**config.mk**
```make
export PLATFORM = sky130hd
export DESIGN_NAME = button_conditioner
export DESIGN_NICKNAME = d
export VERILOG_FILES = /design/src/rtl/clock_pkg.sv /design/src/rtl/button_channel.sv /design/src/rtl/button_conditioner.sv
export SDC_FILE = /design/constraint.sdc
export NUM_CORES = 1
export LEC_CHECK = 0
export ABC_AREA = 0
export CAP_MARGIN = 20
export CORE_MARGIN = 2
export CORE_UTILIZATION = 45
export DETAILED_ROUTE_END_ITERATION = 10
export DONT_BUFFER_PORTS = 1
export PLACE_DENSITY_LB_ADDON = 0.15
export SLEW_MARGIN = 10
export SYNTH_ARGS = -nofsm -noshare
export SYNTH_HDL_FRONTEND = slang
export SYNTH_SLANG_ARGS = --single-unit
```
**constraint.sdc**
```tcl
create_clock -name clk -period 7.3 [get_ports clk]
set_clock_uncertainty 0.15 [all_clocks]
set_input_delay 1.46 -clock clk [delete_from_list [all_inputs] [get_ports clk]]
set_output_delay 1.46 -clock clk [all_outputs]
set_load 0.05 [all_outputs]
```
**src/rtl/clock_pkg.sv**
```systemverilog
// Shared definitions for the clock/alarm front end: button indices, the
// per-button conditioner state encoding and default timing at 100 MHz.
package clock_pkg;

  localparam int BTN_C = 0;
  localparam int BTN_U = 1;
  localparam int BTN_L = 2;
  localparam int BTN_R = 3;
  localparam int BTN_D = 4;

  localparam int CLK_HZ                  = 100_000_000;
  localparam int DEBOUNCE_CYCLES_DEF     = CLK_HZ / 100;  // 10 ms
  localparam int REPEAT_DELAY_CYCLES_DEF = CLK_HZ / 2;    // 500 ms
  localparam int REPEAT_RATE_CYCLES_DEF  = CLK_HZ / 4;    // 4 Hz

  localparam int STATE_W = 3;

  typedef enum logic [STATE_W-1:0] {
    ST_IDLE        = 3'd0,
    ST_DEB_PRESS   = 3'd1,
    ST_HELD_DELAY  = 3'd2,
    ST_HELD_REPEAT = 3'd3,
    ST_DEB_RELEASE = 3'd4
  } btn_state_e;

  function automatic int max3(input int a, input int b, input int c);
    int m;
    m = (a > b) ? a : b;
    return (m > c) ? m : c;
  endfunction

endpackage

```
**src/rtl/button_channel.sv**
```systemverilog
// One pushbutton: 2-flop synchroniser, debounce/auto-repeat FSM sharing a
// single counter, and registered level/press/release/step outputs.
module button_channel
  import clock_pkg::*;
#(
  parameter int DEBOUNCE_CYCLES     = DEBOUNCE_CYCLES_DEF,
  parameter int REPEAT_DELAY_CYCLES = REPEAT_DELAY_CYCLES_DEF,
  parameter int REPEAT_RATE_CYCLES  = REPEAT_RATE_CYCLES_DEF,
  parameter bit REPEAT_EN           = 1'b0
) (
  input  logic               clk,
  input  logic               reset,
  input  logic               btn_raw_i,
  output logic               level_o,
  output logic               press_o,
  output logic               release_o,
  output logic               step_o,
  output logic [STATE_W-1:0] state_o
);

  localparam int CW = $clog2(max3(DEBOUNCE_CYCLES, REPEAT_DELAY_CYCLES, REPEAT_RATE_CYCLES));

  localparam logic [CW-1:0] DEB_LAST   = CW'(DEBOUNCE_CYCLES - 1);
  localparam logic [CW-1:0] DELAY_LAST = CW'(REPEAT_DELAY_CYCLES - 1);
  localparam logic [CW-1:0] RATE_LAST  = CW'(REPEAT_RATE_CYCLES - 1);

  logic          sync1_q;
  logic          sync_q;
  btn_state_e    state_q;
  logic [CW-1:0] cnt_q;
  logic          level_q;
  logic          press_q;
  logic          release_q;
  logic          step_q;

  always_ff @(posedge clk or posedge reset) begin
    if (reset) begin
      sync1_q   <= 1'b0;
      sync_q    <= 1'b0;
      state_q   <= ST_IDLE;
      cnt_q     <= '0;
      level_q   <= 1'b0;
      press_q   <= 1'b0;
      release_q <= 1'b0;
      step_q    <= 1'b0;
    end else begin
      sync1_q   <= btn_raw_i;
      sync_q    <= sync1_q;
      press_q   <= 1'b0;
      release_q <= 1'b0;
      step_q    <= 1'b0;
      case (state_q)
        ST_IDLE: begin
          if (sync_q) begin
            state_q <= ST_DEB_PRESS;
            cnt_q   <= '0;
          end
        end
        ST_DEB_PRESS: begin
          if (!sync_q) begin
            state_q <= ST_IDLE;
          end else if (cnt_q == DEB_LAST) begin
            state_q <= ST_HELD_DELAY;
            cnt_q   <= '0;
            level_q <= 1'b1;
            press_q <= 1'b1;
            step_q  <= 1'b1;
          end else begin
            cnt_q <= cnt_q + 1'b1;
          end
        end
        ST_HELD_DELAY: begin
          if (!sync_q) begin
            state_q <= ST_DEB_RELEASE;
            cnt_q   <= '0;
          end else if (cnt_q == DELAY_LAST) begin
            // Channels without auto-repeat park here with the counter saturated.
            if (REPEAT_EN) begin
              state_q <= ST_HELD_REPEAT;
              cnt_q   <= '0;
              step_q  <= 1'b1;
            end
          end else begin
            cnt_q <= cnt_q + 1'b1;
          end
        end
        ST_HELD_REPEAT: begin
          if (!sync_q) begin
            state_q <= ST_DEB_RELEASE;
            cnt_q   <= '0;
          end else if (cnt_q == RATE_LAST) begin
            cnt_q  <= '0;
            step_q <= 1'b1;
          end else begin
            cnt_q <= cnt_q + 1'b1;
          end
        end
        ST_DEB_RELEASE: begin
          // A bounce back high restarts the repeat delay without any pulse.
          if (sync_q) begin
            state_q <= ST_HELD_DELAY;
            cnt_q   <= '0;
          end else if (cnt_q == DEB_LAST) begin
            state_q   <= ST_IDLE;
            cnt_q     <= '0;
            level_q   <= 1'b0;
            release_q <= 1'b1;
          end else begin
            cnt_q <= cnt_q + 1'b1;
          end
        end
        default: begin
          state_q <= ST_IDLE;
          cnt_q   <= '0;
        end
      endcase
    end
  end

  assign level_o   = level_q;
  assign press_o   = press_q;
  assign release_o = release_q;
  assign step_o    = step_q;
  assign state_o   = state_q;

endmodule

```
**src/rtl/button_conditioner.sv**
```systemverilog
// Five independent button channels feeding the clock/alarm controller;
// dbg_state packs each channel's FSM state, channel i at [i*3 +: 3].
module button_conditioner
  import clock_pkg::*;
#(
  parameter int                 NUM_BTN             = 5,
  parameter int                 DEBOUNCE_CYCLES     = DEBOUNCE_CYCLES_DEF,
  parameter int                 REPEAT_DELAY_CYCLES = REPEAT_DELAY_CYCLES_DEF,
  parameter int                 REPEAT_RATE_CYCLES  = REPEAT_RATE_CYCLES_DEF,
  parameter logic [NUM_BTN-1:0] REPEAT_MASK         = 5'b10010
) (
  input  logic                       clk,
  input  logic                       reset,
  input  logic [NUM_BTN-1:0]         btn_raw,
  output logic [NUM_BTN-1:0]         btn_level,
  output logic [NUM_BTN-1:0]         btn_press,
  output logic [NUM_BTN-1:0]         btn_release,
  output logic [NUM_BTN-1:0]         btn_step,
  output logic [NUM_BTN*STATE_W-1:0] dbg_state
);

  for (genvar i = 0; i < NUM_BTN; i++) begin : g_ch
    button_channel #(
      .DEBOUNCE_CYCLES     (DEBOUNCE_CYCLES),
      .REPEAT_DELAY_CYCLES (REPEAT_DELAY_CYCLES),
      .REPEAT_RATE_CYCLES  (REPEAT_RATE_CYCLES),
      .REPEAT_EN           (REPEAT_MASK[i])
    ) u_ch (
      .clk       (clk),
      .reset     (reset),
      .btn_raw_i (btn_raw[i]),
      .level_o   (btn_level[i]),
      .press_o   (btn_press[i]),
      .release_o (btn_release[i]),
      .step_o    (btn_step[i]),
      .state_o   (dbg_state[i*STATE_W +: STATE_W])
    );
  end

endmodule

```
* Yosys cells after proc, flatten, opt, wreduce, memory -nomap -nowiden *
Cells that the tools add are included.

operators by class
  $add $sub $neg = 5
  equality and inequality tests = 80
  mux-type cells = 153
  reductions and logical operators = 28

operator list
  operator                                                                  count
  26-bit 2-to-1 mux                                                         40
  26-bit case mux with 5 select lines                                       5
  26-bit by 1-bit adder with 26-bit output (second input constant)          5
  26-bit by 20-bit equality test with 1-bit output (second input constant)  5
  26-bit by 25-bit equality test with 1-bit output (second input constant)  5
  26-bit equality test (second input constant)                              5
  3-bit 2-to-1 mux                                                          34
  1-bit 2-to-1 mux                                                          59
  2-bit by 1-bit inequality test with 1-bit output (second input constant)  20
  3-bit case mux with 4 select lines                                        3
  5-bit AND reduction                                                       7
  3-bit by 2-bit equality test with 1-bit output (second input constant)    10
  3-bit inequality test (second input constant)                             10
  3-bit case mux with 5 select lines                                        2
  2-bit inequality test (second input constant)                             10
  1-bit case mux with 2 select lines                                        8
  3-bit by 1-bit equality test with 1-bit output (second input constant)    5
  3-bit equality test (second input constant)                               5
  3-bit logical NOT                                                         5
  3-bit by 1-bit inequality test with 1-bit output (second input constant)  5
  4-bit AND reduction                                                       3
  2-bit nonzero test                                                        5
  3-bit AND reduction                                                       3
  1-bit case mux with 3 select lines                                        2
  2 further kinds                                                           5

storage, ports and cells
  bits in registers = 175
  input port bits = 7
  output and inout port bits = 35
  word-level logic and storage cells = 306

* Depth between registers and ports, before layout *
  depth after elaboration = 4
  gate-level depth with buffers = 9
  mapped depth without buffers = 7

* Hierarchy *
A second synthesis with hierarchy kept.

unflattened totals
  cell total of the unflattened synthesis = 1,076
  area, all modules = 9,999.6 um2

modules (own cells, without submodules)
  module                              times used  cells each  area an instance (um2)  seq. area each (um2)
  button_channel at g_ch[0].u_ch ...  2           224         2,048.2                 875.8
  button_channel at g_ch[2].u_ch      1           217         2,010.7                 875.8
  button_channel at g_ch[4].u_ch      1           205         1,959.4                 875.8
  button_channel at g_ch[1].u_ch      1           206         1,933.1                 875.8

* Worst setup path before layout *
Ideal clock, no wire load.

  path kind = register to register
  start = register g_ch[3].u_ch.state_q[0]
  end = register g_ch[3].u_ch.cnt_q[8]
  setup time = 0.121 ns
  data arrival time = 2.425 ns
  data required time = 7.029 ns
  setup slack = 4.604 ns
  stages on the path, launching flop included = 9
  buffers on the path = 2
  clock period less this slack = 2.696 ns
  path through = dfrtp_1 > or4b_1 > or4_4 > o2111ai_2 > and3_1 > buf_6 > nor2_4 > buf_6 > a22o_1

between the ends
  longest elaborated chain between the ends = 3
  elaborated cells between the ends (all ways) = 10
  classes of those cells = 7 x eq/ne; 1 x mux; 2 x reduce/logical

RTL lines
  item                                                                                                               line                  source
  from (decl)                                                                                                        button_channel.sv:29  btn_state_e state_q;
  from (signal assigned)                                                                                             button_channel.sv:40  state_q <= ST_IDLE;
  from (signal assigned)                                                                                             button_channel.sv:55  state_q <= ST_DEB_PRESS;
  from (signal assigned)                                                                                             button_channel.sv:61  state_q <= ST_IDLE;
  3-bit by 2-bit equality test with 1-bit output, or another cell as far along                                       button_channel.sv:52  case (state_q)
  3-bit inequality test (no source line) / 2-bit by 1-bit inequality test with 1-bit output (equally long branches)  -
  3-bit AND reduction (no source line)                                                                               -
  to (signal assigned)                                                                                               button_channel.sv:69  cnt_q <= cnt_q + 1'b1;
  to (signal assigned)                                                                                               button_channel.sv:84  cnt_q <= cnt_q + 1'b1;
  to (signal assigned)                                                                                               button_channel.sv:95  cnt_q <= cnt_q + 1'b1;
  to (decl)                                                                                                          button_channel.sv:30  logic [CW-1:0] cnt_q;

Parallel ways exist; a longest one is shown, timed or not.
A chain may end at the register's enable or synchronous reset.

* Worst setup path in the final report *
  start = register g_ch[0].u_ch.state_q[0]
  end = register g_ch[0].u_ch.cnt_q[12]

between the ends
  longest elaborated chain between the ends = 3
  elaborated cells between the ends (all ways) = 10
  classes of those cells = 7 x eq/ne; 1 x mux; 2 x reduce/logical

RTL lines
  item                                                                                                               line
  from (decl)                                                                                                        button_channel.sv:29
  from (signal assigned)                                                                                             button_channel.sv:40
  from (signal assigned)                                                                                             button_channel.sv:55
  from (signal assigned)                                                                                             button_channel.sv:61
  3-bit by 2-bit equality test with 1-bit output, or another cell as far along                                       button_channel.sv:52
  3-bit inequality test (no source line) / 2-bit by 1-bit inequality test with 1-bit output (equally long branches)  -
  3-bit AND reduction (no source line)                                                                               -
  to (signal assigned)                                                                                               button_channel.sv:69
  to (signal assigned)                                                                                               button_channel.sv:84
  to (signal assigned)                                                                                               button_channel.sv:95
  to (decl)                                                                                                          button_channel.sv:30

Parallel ways exist; a longest one is shown, timed or not.

==> results.toml <==
[outcome]
status = "complete, no violations"

[grt]
grt-ovfl-total = 0
busiest_layer = "met2"
grtUsageMet3_pct = 4.28
use_met2_pct = 31.4
antenna_found_initial = 0
grt_pass1_wl_mm = 37.0
grt_util_met1_pct = 27.7
track_usage_pct = 20.0
grt_pass1_vias = 7512
grt_max_degree = 133

[clocking]
postCtsResizedCells = 0
cts_buffers = 17
clk_pin_slew_ns = 0.07
hold_buffers = 0
clkLatencyLatePin_ns = 0.43
clock-root-buffer = "clkbuf_16"
numClockSinks = 175
cts_tree = "built"
clock_path_buffers = 2
htreeDepth = 4
post_cts_buffers = 0

[drt]
drc = 0
drt-total-wl_mm = 21.5
wl_per_cell_um = 16.2
vias = 7838
dr.pass1.iters = 5
drtAntennaViolNets = 0
viasPerCell = 5.92
drt_first_iter_violations = 461

[setup_path]
crit_path_top_delay_cell = "or4b_2"
arrival_ns = 3.56
start_kind = "register"
critPathBufInv = 0
crit_required_ns = 7.48
cp_cell_sequence = "or4b_2, nor4_2, nand3_1, o21ai_2, nor2_1, o22ai_1"
crit_fanout = 17
setup.worst_path.class = "register to register"
cpPeakStageDelay_ns = 0.79
cp_top_family = "simple AND/OR/NAND/NOR gates"
endpoint_kind = "register"

[floorplan]
start_util_pct = 46.2
coreArea_mm2 = 0.0212
die_w_um = 151
ios = 42
die_h_um = 151
row_count = 53
dieArea_mm2 = 0.0229

[synth]
synth_fa_ha_area_share_pct = 0.640
synth_top_area_share_pct = 44.8
yosysTopAreaCell = "dfrtp_1"
synth-seq-area-share_pct = 44.8
synthSimpleGateAreaFrac_pct = 31.2
ys.warnings.count = 0
syn_inst = 1078
synth-seq-cells = 175
synth_area_leaders = "dfrtp_1 45%, nor2_1 5.3%, nand3_1 4.1%"
synth-compound-area-share_pct = 13.2
syn-num-nets = 1090
syn_area_mm2 = 0.00977
synthMuxAreaShare_pct = 0.333
synth_area_per_cell_um2 = 9.06
async_flop_share_pct = 100
yosysUniqueCellTypes = 73
synth_xor_area_share_pct = 5.29
synth-edff-count = 0
synth_top_family_by_area = "simple AND/OR/NAND/NOR gates"
synthFlopType = "dfrtp_1"

[power]
pwr-share-clk_pct = 47.0
p_switching_mw = 0.514
power_frac_comb_pct = 5.0
swShare_pct = 24.0
ir_drop_mv = 0.131
power_leakage_nw = 4.28
cellPowerDensity_mw_per_mm2 = 206
power_frac_seq_pct = 48.0
intPower_mw = 1.63

[sta]
fmax_ghz = 0.296
fin_crit_sh_pct = 46.3
tns_ns = 0
max_slew_margin_pct = 31.1
finalSetupViolCount = 0
slew_violations = 0
fin_hold_ws_ns = 0.201
finalHoldViolCount = 0
worst_slew_pin_slew_ns = 1.03
period_needed_ns = 3.38
rsz0062_at_grt = "no"

[cells_and_area]
nNetsFinal = 1049
syn2layout_area_growth_pct = 6.54
diodes = 0
fin_area_mm2 = 0.0104
drive_above_1_share_pct = 6.29

[hold_path]
hp-class = "register to register"

[placed_design]
gp_congestion = 0.843
dpl_cell_area_mm2 = 0.00976
place_hpwl_mm = 14.6
portBuffers = 0

[run]
cap_violations = 0
## power groups by stage
stage	logic [mW]	registers (mW)	clock network (mW)
floorplan	0.0950	1.03	0
global placement	0.108	1.05	0
detailed placement	0.109	1.05	0
CTS	0.110	1.03	1.04
global route	0.125	1.03	1.08
finish	0.107	1.03	1.01
## registers in the layout, indices dropped and copies added, names as in the netlist
| name | flops |
|---|---|
| g_ch.u_ch.state_o | 15 |
| g_ch.u_ch.sync1_q | 5 |
| g_ch.u_ch.level_o | 5 |
| g_ch.u_ch.step_o | 5 |
| g_ch.u_ch.release_o | 5 |
| g_ch.u_ch.cnt_q | 130 |
| g_ch.u_ch.press_o | 5 |
| g_ch.u_ch.sync_q | 5 |
## stage by stage
step	utilization, %	power (mW)	std cells	worst slack, ns
4_1_cts	49.2	2.17	1325	3.93
3_5_place_dp	46.1	1.16	1293	3.94
2_1_floorplan	-	1.13	1078	0.945
6_report	49.2	2.14	1325	3.92
5_1_grt	49.2	2.23	1325	3.73
3_3_place_gp	46.1	1.15	1292	3.99
## final timing paths
| check | startpoint | to | slack [ns] | depth (start not counted) |
|---|---|---|---|---|
| max in group asynchronous | reset | g_ch[0].u_ch.cnt_q[5] | 4.92 | 2 |
| setup / recovery | g_ch[0].u_ch.state_o[0] | g_ch[0].u_ch.cnt_q[12] | 3.92 | 6 |
| setup reg to reg | g_ch[0].u_ch.state_o[0] | g_ch[0].u_ch.cnt_q[12] | 3.92 | 6 |
| hold reg to reg | g_ch[4].u_ch.sync1_q | g_ch[4].u_ch.sync_q | 0.20 | 0 |
| hold / removal | g_ch[4].u_ch.sync1_q | g_ch[4].u_ch.sync_q | 0.20 | 0 |
| min in group asynchronous | reset | g_ch[1].u_ch.press_o | 0.88 | 1 |
## cells by family after synthesis
logic type	Yosys count
AO/OA/AOI/OAI	184
XOR/XNOR	59
adder cells (fa/ha/maj)	5
buffers and inverters	80
flip-flops	175
multiplexers	3
AND/OR/NAND/NOR	572
## final cells by class
cell class	count	area [µm²]
Inverter	17	71.3
Fill cell	1995	10700
Multi-Input combinational cell	823	4940
Clock buffer	19	453
Tap cell	275	344
Clock inverter	13	199
Timing Repair Buffer	3	20.0
Sequential cell	175	4380
## layer usage
layer	vias to the layer above	part of all wire (%)	wire, µm
li1	3814	-	-
met1	3836	48	10200
met2	166	47	10000
met3	22	4.5	979
met4	0	1.3	287
met5	-	0	0
## worst register-to-register path, delay by kind of cell (launching register included)
kind / cells / cell delay [ns]
DFF: 1 / 0.69
AOI/OAI and AO/OA: 2 / 0.85
and+or+nand+nor: 4 / 1.61
## Yosys cell counts, types with 4 or more instances
| cell type | number |
|---|---|
| a21o_1 | 10 |
| a21oi_1 | 31 |
| a22o_1 | 32 |
| a2bb2oi_1 | 5 |
| a31oi_1 | 8 |
| and2_1 | 18 |
| and3_1 | 28 |
| and4_1 | 7 |
| buf_2 | 8 |
| buf_4 | 23 |
| buf_6 | 4 |
| clkbuf_1 | 25 |
| dfrtp_1 | 175 |
| ha_1 | 5 |
| inv_1 | 17 |
| nand2_1 | 96 |
| nand2b_1 | 10 |
| nand3_1 | 81 |
| nand3b_1 | 8 |
| nand4_1 | 35 |
| nand4b_1 | 4 |
| nor2_1 | 137 |
| nor2b_1 | 20 |
| nor3_1 | 30 |
| nor3b_1 | 11 |
| nor4_1 | 21 |
| nor4_2 | 4 |
| nor4b_1 | 9 |
| o21ai_0 | 36 |
| o21ai_1 | 9 |
| o22ai_1 | 7 |
| o311ai_0 | 4 |
| o31ai_1 | 8 |
| or2_2 | 8 |
| or3_1 | 16 |
| or4_1 | 8 |
| xnor2_1 | 20 |
| xor2_1 | 39 |
## cells in the final DEF (no fill, tap or decap), types with 7 or more instances in the layout
cell type | netlist | layout
nor4b_1 | 9 | 9
nand2_1 | 96 | 96
and2_1 | 18 | 18
dfrtp_1 | 175 | 175
o31ai_1 | 8 | 8
or2_2 | 8 | 8
nand3_1 | 81 | 81
xnor2_1 | 20 | 20
or3_1 | 16 | 16
nor4_1 | 21 | 21
and4_1 | 7 | 7
or4_1 | 8 | 8
nand2b_1 | 10 | 10
nor2b_1 | 20 | 20
nor2_1 | 137 | 137
inv_1 | 17 | 16
o21ai_0 | 36 | 36
nand4_1 | 35 | 35
nor3b_1 | 11 | 11
o21ai_1 | 9 | 9
and3_1 | 28 | 28
xor2_1 | 39 | 39
a21oi_1 | 31 | 31
a31oi_1 | 8 | 8
a22o_1 | 32 | 32
clkbuf_16 | 0 | 17
o22ai_1 | 7 | 7
nor3_1 | 30 | 30
nand3b_1 | 8 | 8
a21o_1 | 10 | 10
Note: power is estimated with default switching activity, not from simulation.
